==> src/rtl/boron_pkg.sv <==
// Shared constants for the Boron cipher datapath: block geometry, 4-bit S-box
// tables and the substitution-layer FSM encoding.
package boron_pkg;

    localparam int unsigned BLOCK_W = 64;
    localparam int unsigned NIB_W   = 4;

    // Index 15 is listed first so that TABLE[x] returns the entry for x.
    localparam logic [15:0][3:0] FWD_SBOX = {
        4'h6, 4'h3, 4'h5, 4'h8, 4'hF, 4'h0, 4'h2, 4'hD,
        4'hA, 4'hC, 4'h9, 4'h7, 4'h1, 4'hB, 4'h4, 4'hE
    };

    localparam logic [15:0][3:0] INV_SBOX = {
        4'hB, 4'h0, 4'h8, 4'h6, 4'h2, 4'h7, 4'h5, 4'hC,
        4'h4, 4'hF, 4'hD, 4'h1, 4'hE, 4'h9, 4'h3, 4'hA
    };

    typedef enum logic [1:0] {
        IDLE = 2'd0,
        RUN  = 2'd1,
        DONE = 2'd2
    } state_t;

endpackage

==> src/rtl/boron_inv_sbox.sv <==
// Combinational 4-bit inverse Boron S-box lookup.
module boron_inv_sbox
    import boron_pkg::*;
(
    input  logic [NIB_W-1:0] nibble,
    output logic [NIB_W-1:0] result
);

    always_comb begin
        result = INV_SBOX[nibble];
    end

endmodule

==> src/rtl/boron_inv_sbox_layer.sv <==
// Nibble-serial inverse S-box layer: substitutes NIB_PER_CYC nibbles per cycle
// by rotating a 64-bit work register, with valid/ready on both sides.
module boron_inv_sbox_layer
    import boron_pkg::*;
#(
    parameter int unsigned NIB_PER_CYC = 4
) (
    input  logic               clk,
    input  logic               rst,
    input  logic               in_valid,
    output logic               in_ready,
    input  logic [BLOCK_W-1:0] in_data,
    output logic               out_valid,
    input  logic               out_ready,
    output logic [BLOCK_W-1:0] out_data,
    output logic               busy
);

    localparam int unsigned STEP_W = NIB_PER_CYC * NIB_W;
    localparam int unsigned P      = 16 / NIB_PER_CYC;
    localparam logic [4:0]  LAST   = 5'(P - 1);

    if (!(NIB_PER_CYC == 1 || NIB_PER_CYC == 2 || NIB_PER_CYC == 4 ||
          NIB_PER_CYC == 8 || NIB_PER_CYC == 16)) begin : g_bad_nib_per_cyc
        $error("boron_inv_sbox_layer: NIB_PER_CYC must be 1, 2, 4, 8 or 16");
    end

    state_t             state, state_nxt;
    logic [BLOCK_W-1:0] work, work_nxt;
    logic [4:0]         cnt, cnt_nxt;
    logic [STEP_W-1:0]  sub;
    logic [BLOCK_W-1:0] rotated;
    logic               load_out;

    for (genvar n = 0; n < NIB_PER_CYC; n++) begin : g_sbox
        boron_inv_sbox u_sbox (
            .nibble (work[n*NIB_W +: NIB_W]),
            .result (sub[n*NIB_W +: NIB_W])
        );
    end

    // Substituted low nibbles re-enter at the top; after P steps every nibble is home.
    if (STEP_W == BLOCK_W) begin : g_rot_full
        assign rotated = sub;
    end else begin : g_rot_part
        assign rotated = {sub, work[BLOCK_W-1:STEP_W]};
    end

    always_comb begin
        state_nxt = state;
        work_nxt  = work;
        cnt_nxt   = cnt;
        load_out  = 1'b0;
        in_ready  = 1'b0;
        out_valid = 1'b0;
        busy      = 1'b0;
        case (state)
            IDLE: begin
                in_ready = !rst;
                if (in_valid) begin
                    work_nxt  = in_data;
                    cnt_nxt   = '0;
                    state_nxt = RUN;
                end
            end
            RUN: begin
                busy     = 1'b1;
                work_nxt = rotated;
                if (cnt == LAST) begin
                    load_out  = 1'b1;
                    cnt_nxt   = '0;
                    state_nxt = DONE;
                end else begin
                    cnt_nxt = cnt + 5'd1;
                end
            end
            DONE: begin
                busy      = 1'b1;
                out_valid = 1'b1;
                in_ready  = !rst && out_ready;
                if (out_ready) begin
                    if (in_valid) begin
                        work_nxt  = in_data;
                        cnt_nxt   = '0;
                        state_nxt = RUN;
                    end else begin
                        state_nxt = IDLE;
                    end
                end
            end
            default: state_nxt = IDLE;
        endcase
    end

    // out_data is a separate register so it only moves on DONE entry.
    always_ff @(posedge clk) begin
        if (rst) begin
            state    <= IDLE;
            work     <= '0;
            cnt      <= '0;
            out_data <= '0;
        end else begin
            state <= state_nxt;
            work  <= work_nxt;
            cnt   <= cnt_nxt;
            if (load_out) begin
                out_data <= rotated;
            end
        end
    end

endmodule

==> config.mk <==
export PLATFORM = sky130hd
export DESIGN_NAME = boron_inv_sbox_layer
export DESIGN_NICKNAME = d
export VERILOG_FILES = /design/src/rtl/boron_pkg.sv /design/src/rtl/boron_inv_sbox.sv /design/src/rtl/boron_inv_sbox_layer.sv
export SDC_FILE = /design/constraint.sdc
export NUM_CORES = 1
export LEC_CHECK = 0
export BUFFER_PORTS_ARGS = -buffer_cell sky130_fd_sc_hd__buf_2
export CAP_MARGIN = 30
export CORE_ASPECT_RATIO = 2
export CORE_UTILIZATION = 49
export DETAILED_ROUTE_END_ITERATION = 12
export PLACE_DENSITY = 0.72
export RECOVER_POWER = 100
export SLEW_MARGIN = 20
export SYNTH_ARGS = -nofsm -noshare
export SYNTH_HDL_FRONTEND = slang
export SYNTH_SLANG_ARGS = --single-unit
export TNS_END_PERCENT = 20
==> constraint.sdc <==
create_clock -name clk -period 7.8 [get_ports clk]
set_clock_uncertainty 0.15 [all_clocks]
set_input_delay 0.78 -clock clk [delete_from_list [all_inputs] [get_ports clk]]
set_output_delay 0.78 -clock clk [all_outputs]
set_load 0.01 [all_outputs]
-- Yosys cells after proc, flatten, opt, wreduce, memory -nomap -nowiden
Memory sizes are Yosys's and may differ from the RTL's. A register that Yosys moved wholly into a read port is not among the register bits.
Cells that the tools add are included.
- input bits: 68
- word-level logic and storage cells: 55
- memories kept: 4
- memory bits (writable): 0
- output and inout bits: 67
- latch bits: 0
- register bits: 135
- memory bits (read-only): 256
- memories (memory ; depth ; width ; rd ports ; clocked after memory_dff ; write ports ; line ; text):
    (no name shown) ; 16 ; 4 ; 1 ; 1 ; 0 ; boron_inv_sbox.sv:10 ; result = INV_SBOX[nibble];
    (no name shown) ; 16 ; 4 ; 1 ; 1 ; 0 ; boron_inv_sbox.sv:10 ;
    (no name shown) ; 16 ; 4 ; 1 ; 1 ; 0 ; boron_inv_sbox.sv:10 ;
    (no name shown) ; 16 ; 4 ; 1 ; 1 ; 0 ; boron_inv_sbox.sv:10 ;
- reduce and logical (&&, ||, !) cells: 7
- shift operators: 0
- divide/modulo/power cells: 0
- eq/ne operators: 6
- magnitude comparators: 4
- multipliers: 0
- $add $sub $neg: 1
- multiplexer cells: 29
- bitwise logic cells: 0
- operator list (operator ; count):
    64-bit case mux with 3 select lines ; 1
    64-bit two-way mux ; 2
    4-bit two-way mux ; 12
    4-bit by 5-bit less-than comparator with 1-bit output (second input constant) ; 4
    5-bit two-way mux ; 3
    5-bit case mux with 3 select lines ; 1
    2-bit two-way mux ; 3
    2-bit != test (second input constant) ; 3
    2-bit case mux with 3 select lines ; 1
    5-bit by 1-bit adder with 5-bit output (second input constant) ; 1
    5-bit by 2-bit == test with 1-bit output (second input constant) ; 1
    1-bit two-way mux ; 5
    3-bit AND reduction ; 1
    3-bit nonzero test ; 1
    2-bit by 1-bit == test with 1-bit output (second input constant) ; 1
    2-bit == test (second input constant) ; 1
    2-bit zero test ; 1
    1-bit case mux with 2 select lines ; 1
    2-bit AND reduction ; 1
    2-bit OR reduction ; 1
    1-bit logical AND ; 1
    1-bit zero test ; 1

-- Depth between registers and ports, before layout
Gate-level depths: netlist (run 1).
- depth after elaboration: 5
- gate-level depth with buffers: 14
- depth with buffers taken out: 12

-- By module
A second synthesis (run 1) with hierarchy kept.
- cell total of the unflattened synthesis: 704
- area total of the unflattened synthesis: 6302.3 µm²
- by module, submodules not included (module ; times used ; seq. area each (µm²) ; cells each ; area an instance (µm²)):
    boron_inv_sbox_layer ; 1 ; 2702.6 ; 620 ; 5411.4
    boron_inv_sbox ; 4 ; 0.0 ; 21 ; 222.7

-- Least setup slack after synthesis (run 1)
OpenSTA, ideal clock, no wires.
- path kind: input -> register
- start point: input out_ready
- end point: register g_sbox[3].u_sbox.result[3] (netlist name)
- buffers on the path: 2
- setup time: 121 ps
- stages: 10
- data arrival time: 2825 ps
- path slack: 4704 ps
- cells stage by stage: and2b_4 -> buf_6 -> nor2_2 -> buf_6 -> a211oi_1 -> inv_1 -> ha_1 -> and3b_1 -> a31oi_1 -> mux2_2
- RTL lines (item ; line ; text):
    from (decl) ; boron_inv_sbox_layer.sv:14 ; input logic out_ready,

==> flow_summary.toml, run 1 <==
[die]
die_h_microns = 172
dieArea_sq_um = 14900
coreArea_sq_um = 14000
ioPinCount = 135
num_rows = 61
die_width_microns = 86.8
floorplan.initialDensity_pct = 50.5

[synth]
yosysSeqAreaShare_pct = 42.9
synth_edf_count = 0
async_reset_ff_share_pct = 0
synth.avg_cell_area_sq_um = 8.57
synth_area_leaders = "dfxtp_1 (43%), nand2_1 (7.7%), a21oi_1 (6.0%), ha_1 (5.9%), a221oi_1 (5.8%)"
ys_seq_elements = 151
synth_nets = 923
yosysUniqueCellTypes = 62
synth_cells = 822
syn_area_sq_um = 7050
synth_area_leader_cell = "dfxtp_1"
synth_ff_type = "dfxtp_1"
yosys.area.top_type_share_pct = 42.9
yosysWarnings = 0

[cts]
clkLatencyLatePin_ps = 420
cts_resized = 0
path_clk_slew_ps = 60
cts_tree = "built"
cts_root_buffer = "clkbuf_16"
cts_made_buffers = 17
ctsHoldBuffers = 0
h-tree-depth = 4
cts_setup_buffers = 0
clock_path_buffers = 2
cts.sinks = 151

[detailed_routing]
drc = 0
ant_nets = 0
viasPerCell = 5.85
routed_wirelength_microns = 21600
vias = 6538
wire_per_inst_microns = 19.3
drtIter0Drc = 406
dr.pass1.iters = 6

[timing]
finalSetupTns_ps = 0
hold_ws_ps = 303
setup_violations = 0
hold_viol = 0
tightestPinTransition_ps = 2510
slew_headroom_pct = -67.3
min_period_ps = 4440
period_share_pct = 57.0
rsz0062_at_grt = "false"
setup_slack_ps = 3360
finalMaxSlewViolations = 181
max_freq_mhz = 225

[min_path]
hold_class = "flip-flop to flip-flop"

[final_layout]
nFillCells = 1383
area_delta_synth_final_pct = 14.7
stdcell_count = 1118
final_area_sq_um = 8080
n_antenna_cell = 0
drive_above_1_share_pct = 13.6
final_core_util_pct = 57.9
nNetsFinal = 1018

[global_route]
antenna_found_initial = 0
grt_overflow = 0
grt_max_degree = 91
grt_pass1_vias = 6108
grt_use_total_pct = 29.5
grt_pass1_wl_microns = 32500

[pwr]
vdd_drop_max_mv = 0.135
p_per_area_nw_per_um2 = 265
power_leakage_nw = 3.14
design_power_total_mw = 2.14

[setup_path]
timing.critical_path.from_type = "flip-flop"
cp.arrival_ps = 4610
cp.required_ps = 7970
endpoint_kind = "flip-flop"
path_class = "flip-flop to flip-flop"
cp_max_fo = 74

[outcome]
status = "finished, violations left"
failed_checks = "capacitance limit, slew limit"

[placed_design]
numPortBuffers = 134
place_congestion = 0.973
dpl_cell_area_sq_um = 7730
hpwl_microns = 15600
pre_cts_ws_ps = 3880
placedCellCount = 1087

[flow_run]
cap_viol_max_count = 4
==> sequential cells by signal, indices dropped and copies added, names as in the netlist <==
register and count:
cnt 5, g_sbox.u_sbox.result 16, state 2, out_data 64
work 64
==> cell usage after synthesis (3+ instances only) <==
master / instances
o21ai_0: 10
a21oi_1: 84
a41oi_1: 4
inv_1: 33
buf_4: 8
clkbuf_1: 32
or2_2: 3
dfxtp_1: 151
and2_1: 5
nand2_1: 145
mux2_2: 4
o22ai_1: 4
nor3_1: 56
a22oi_1: 4
a221oi_1: 47
mux2i_1: 23
nor2_1: 58
nor2b_1: 6
ha_1: 33
a211oi_1: 13
or3_1: 10
o221a_2: 3
and3_1: 3
a21o_1: 5
nand2b_1: 4
a31oi_1: 9
buf_2: 19
==> cells in the final DEF (no fill, tap or decap), types with 17 or more instances in the layout <==
cell type / instances
nor3_1: 56
ha_1: 33
nand2_1: 145
nor2_1: 58
inv_1: 33
buf_2: 67
dfxtp_1: 151
clkbuf_1: 70
clkbuf_16: 17
mux2i_1: 23
a21oi_1: 85
a221oi_1: 47
==> report_power, final <==
part	internal [mW]	switching, mW	total [mW]	leakage [nW]
combinational	0.168	0.258	0.427	1.64
clock	0.436	0.328	0.764	0.263
sequential	0.855	0.0936	0.949	1.24
==> worst max-delay path, cell delays in order, from the launching register on <==
cell	delay (ps)
dfxtp_1	400
inv_1	90
ha_1	180
buf_4	340
nor2b_4	180
clkbuf_1	1550
a41oi_1	380
a31oi_1	680
mux2i_1	160
a21o_1	200
==> layer usage <==
layer	up-vias	global-route usage [%]	part of all wire, %
li1	3092	-	-
met1	3065	30.6	35
met5	-	0	0
met3	91	5.42	5.5
met2	290	51.1	51
met4	0	23.0	8.1
==> final cells by class <==
type                            count  area, sq um  share of cell area (%)
Multi-Input combinational cell    573         3520                    43.5
Sequential cell                   151         3020                    37.4
Timing Repair Buffer              140          641                    7.92
Clock buffer                       19          433                    5.36
Tap cell                          189          236                    2.93
Inverter                           34          128                    1.58
Clock inverter                     12          105                    1.30
==> cells by family after synthesis <==
| group | count (synthesis) | synth area share (%) |
|---|---|---|
| mux | 27 | 3.91 |
| flops | 151 | 42.9 |
| compound gates | 204 | 21.0 |
| buf+inv | 98 | 6.21 |
| fa+ha+maj | 33 | 5.86 |
| simple gates | 309 | 20.1 |
==> path summary, 6_finish.rpt <==
kind | start | endpoint | slack, ps | cells after the start
min reg2reg | out_data[34]$_SDFFE_PP0P_ | out_data[34]$_SDFFE_PP0P_ | 300 | 2
max | state[1]$_SDFFE_PP0P_ | g_sbox[0].u_sbox.result[1]$_DFF_P_ | 3360 | 9
max reg2reg | state[1]$_SDFFE_PP0P_ | g_sbox[0].u_sbox.result[1]$_DFF_P_ | 3360 | 9
min | out_data[34]$_SDFFE_PP0P_ | out_data[34]$_SDFFE_PP0P_ | 300 | 2
Power figures use the tool's default switching activity.
==> inputs of run 2 (changes only) <==
--- a/config.mk
+++ b/config.mk
@@ -10,7 +10,7 @@
 export CORE_ASPECT_RATIO = 2
 export CORE_UTILIZATION = 49
 export DETAILED_ROUTE_END_ITERATION = 12
-export PLACE_DENSITY = 0.72
+export PLACE_DENSITY = 0.75
 export RECOVER_POWER = 100
 export SLEW_MARGIN = 20
 export SYNTH_ARGS = -nofsm -noshare
==> constraint.sdc (replaced) <==
create_clock -name clk -period 3.6 [get_ports clk]
set_clock_uncertainty 0.15 [all_clocks]
set_input_delay 0.36 -clock clk [delete_from_list [all_inputs] [get_ports clk]]
set_output_delay 0.36 -clock clk [all_outputs]
set_load 0.01 [all_outputs]
==> run 2 against run 1 <==
Effect of this change:
- the flow still finishes with violations (capacitance limit, slew limit)
- largest cell class unchanged
- fmax increased by 39%
- sequential share of layout area decreased by 0.95 points
- register-to-register slack got worse by 2900 ps
- clock power increased by 150%
- die area unchanged
- highest routed layer unchanged
- first-iteration DRC count increased by 13%
- total power increased by 130%
==> flow_summary.toml, run 2 (synthesis gave the netlist of run 1 again) <==
[timing]
setup_violations = 0
tightestPinTransition_ps = 1680
hold_viol = 0
min_period_ps = 3190
slew_headroom_pct = -13.4
finalSetupTns_ps = 0
max_freq_mhz = 314
finalMaxSlewViolations = 12
rsz0062_at_grt = "false"
period_share_pct = 88.6

[global_route]
grt_use_total_pct = 29.9
grt_overflow = 0
antenna_found_initial = 0
grt_max_degree = 90
grt_pass1_wl_microns = 32800
grt_pass1_vias = 6243

[setup_path]
cp_cell_sequence = "inv_1 > ha_1 > nand2b_1 > o221a_2 > o21ai_0 > and2_0 > inv_1 > ha_1 > nor2b_1 > mux2i_1 > a22oi_1"
cp.required_ps = 3710
path_class = "flip-flop to flip-flop"
cp.arrival_ps = 3300
cp_max_fo = 9
timing.critical_path.from_type = "flip-flop"
path_depth = 11
crit_family = "simple AND/OR/NAND/NOR gates"
ff2ff_setup_slack_ps = 410
slowest_delay_ps = 400
critical_path.slowest_cell = "dfxtp_1"
r2r_cells = 11
endpoint_kind = "flip-flop"
critPathBufInv = 2

[die]
floorplan.initialDensity_pct = 50.5
dieArea_sq_um = 14900
num_rows = 61
die_width_microns = 86.8
ioPinCount = 135
coreArea_sq_um = 14000
die_h_microns = 172

[placed_design]
numPortBuffers = 134
place_congestion = 0.980
dpl_cell_area_sq_um = 7810
hpwl_microns = 15900

[detailed_routing]
drtIter0Drc = 459
routed_wirelength_microns = 22100
viasPerCell = 5.89
vias = 6663
drc = 0
dr.pass1.iters = 6
ant_nets = 0
wire_per_inst_microns = 19.5

[pwr]
design_power_total_mw = 4.89
vdd_drop_max_mv = 0.338
power_leakage_nw = 3.24
p_per_area_nw_per_um2 = 590

[cts]
cts.sinks = 151
clock_path_buffers = 2
ctsHoldBuffers = 0
h-tree-depth = 4
cts_made_buffers = 17
cts_tree = "built"
path_clk_slew_ps = 70
cts_setup_buffers = 0
cts_resized = 0
cts_root_buffer = "clkbuf_16"
clkLatencyLatePin_ps = 430

[final_layout]
nNetsFinal = 1030
final_common_cell = "dfxtp_1"
drive_above_1_share_pct = 15.2
mostFrequentLayoutCells = "dfxtp_1 (151), nand2_1 (144), a21oi_1 (85)"
n_antenna_cell = 0
final_area_sq_um = 8290
area_delta_synth_final_pct = 17.7

[min_path]
min_path_cells = 3
hold_class = "primary input to flip-flop"

[outcome]
status = "finished, violations left"
failed_checks = "capacitance limit, slew limit"

[flow_run]
cap_viol_max_count = 1
## run 2: cell types whose count changed in the layout (fill, tap and decap cells not counted), moves of 2 or more
cell,change
buf_4,+9
bufinv_16,+2
clkbuf_2,+2
clkinv_2,-4
clkinv_4,+3
inv_8,+2
## run 2: power breakdown
group          internal, mW  switching, mW
Sequential             1.85          0.197
Clock                  1.11          0.773
Combinational         0.383          0.575
Total                  3.34           1.55
## run 2: per-stage QoR
stage	hold slack [ps]	worst slack [ps]	util (%)	cells
2_1_floorplan	282	665	-	822
3_3_place_gp	289	584	55.9	1098
3_5_place_dp	293	508	55.9	1098
4_1_cts	74.2	503	60.4	1130
5_1_grt	85.9	146	59.4	1131
6_report	87.4	411	59.4	1131
## run 2: worst paths after layout
kind	startpoint	to
worst max register to register	state[1]$_SDFFE_PP0P_	g_sbox[3].u_sbox.result[1]$_DFF_P_
worst max-delay path	state[1]$_SDFFE_PP0P_	g_sbox[3].u_sbox.result[1]$_DFF_P_
worst min register to register	out_data[15]$_SDFFE_PP0P_	out_data[15]$_SDFFE_PP0P_
worst min-delay path	in_data[36]	work[36]$_SDFFE_PP0P_
## run 2: cell type report
cell class                      count  area (sq um)
Tap cell                          189           236
Sequential cell                   151          3020
Clock inverter                     15           195
Fill cell                        1342          5670
Inverter                           34           128
Timing Repair Buffer              152           744
Clock buffer                       17           425
Multi-Input combinational cell    573          3540
## run 2: worst register-to-register path: stages, from the launching register on
cell and delay (ps):
dfxtp_1 400, inv_1 80, ha_1 240, nand2b_1 320
o221a_2 330, o21ai_0 320, and2_0 340, inv_1 110
ha_1 280, nor2b_1 130, mux2i_1 180, a22oi_1 140
## run 2: per-layer routing
layer	track usage, %	vias up	wire length [microns]
li1	-	3120	-
met1	29.7	3121	7410
met2	52.9	322	11600
met3	5.37	100	1270
met4	24.6	0	1830
met5	0	-	0
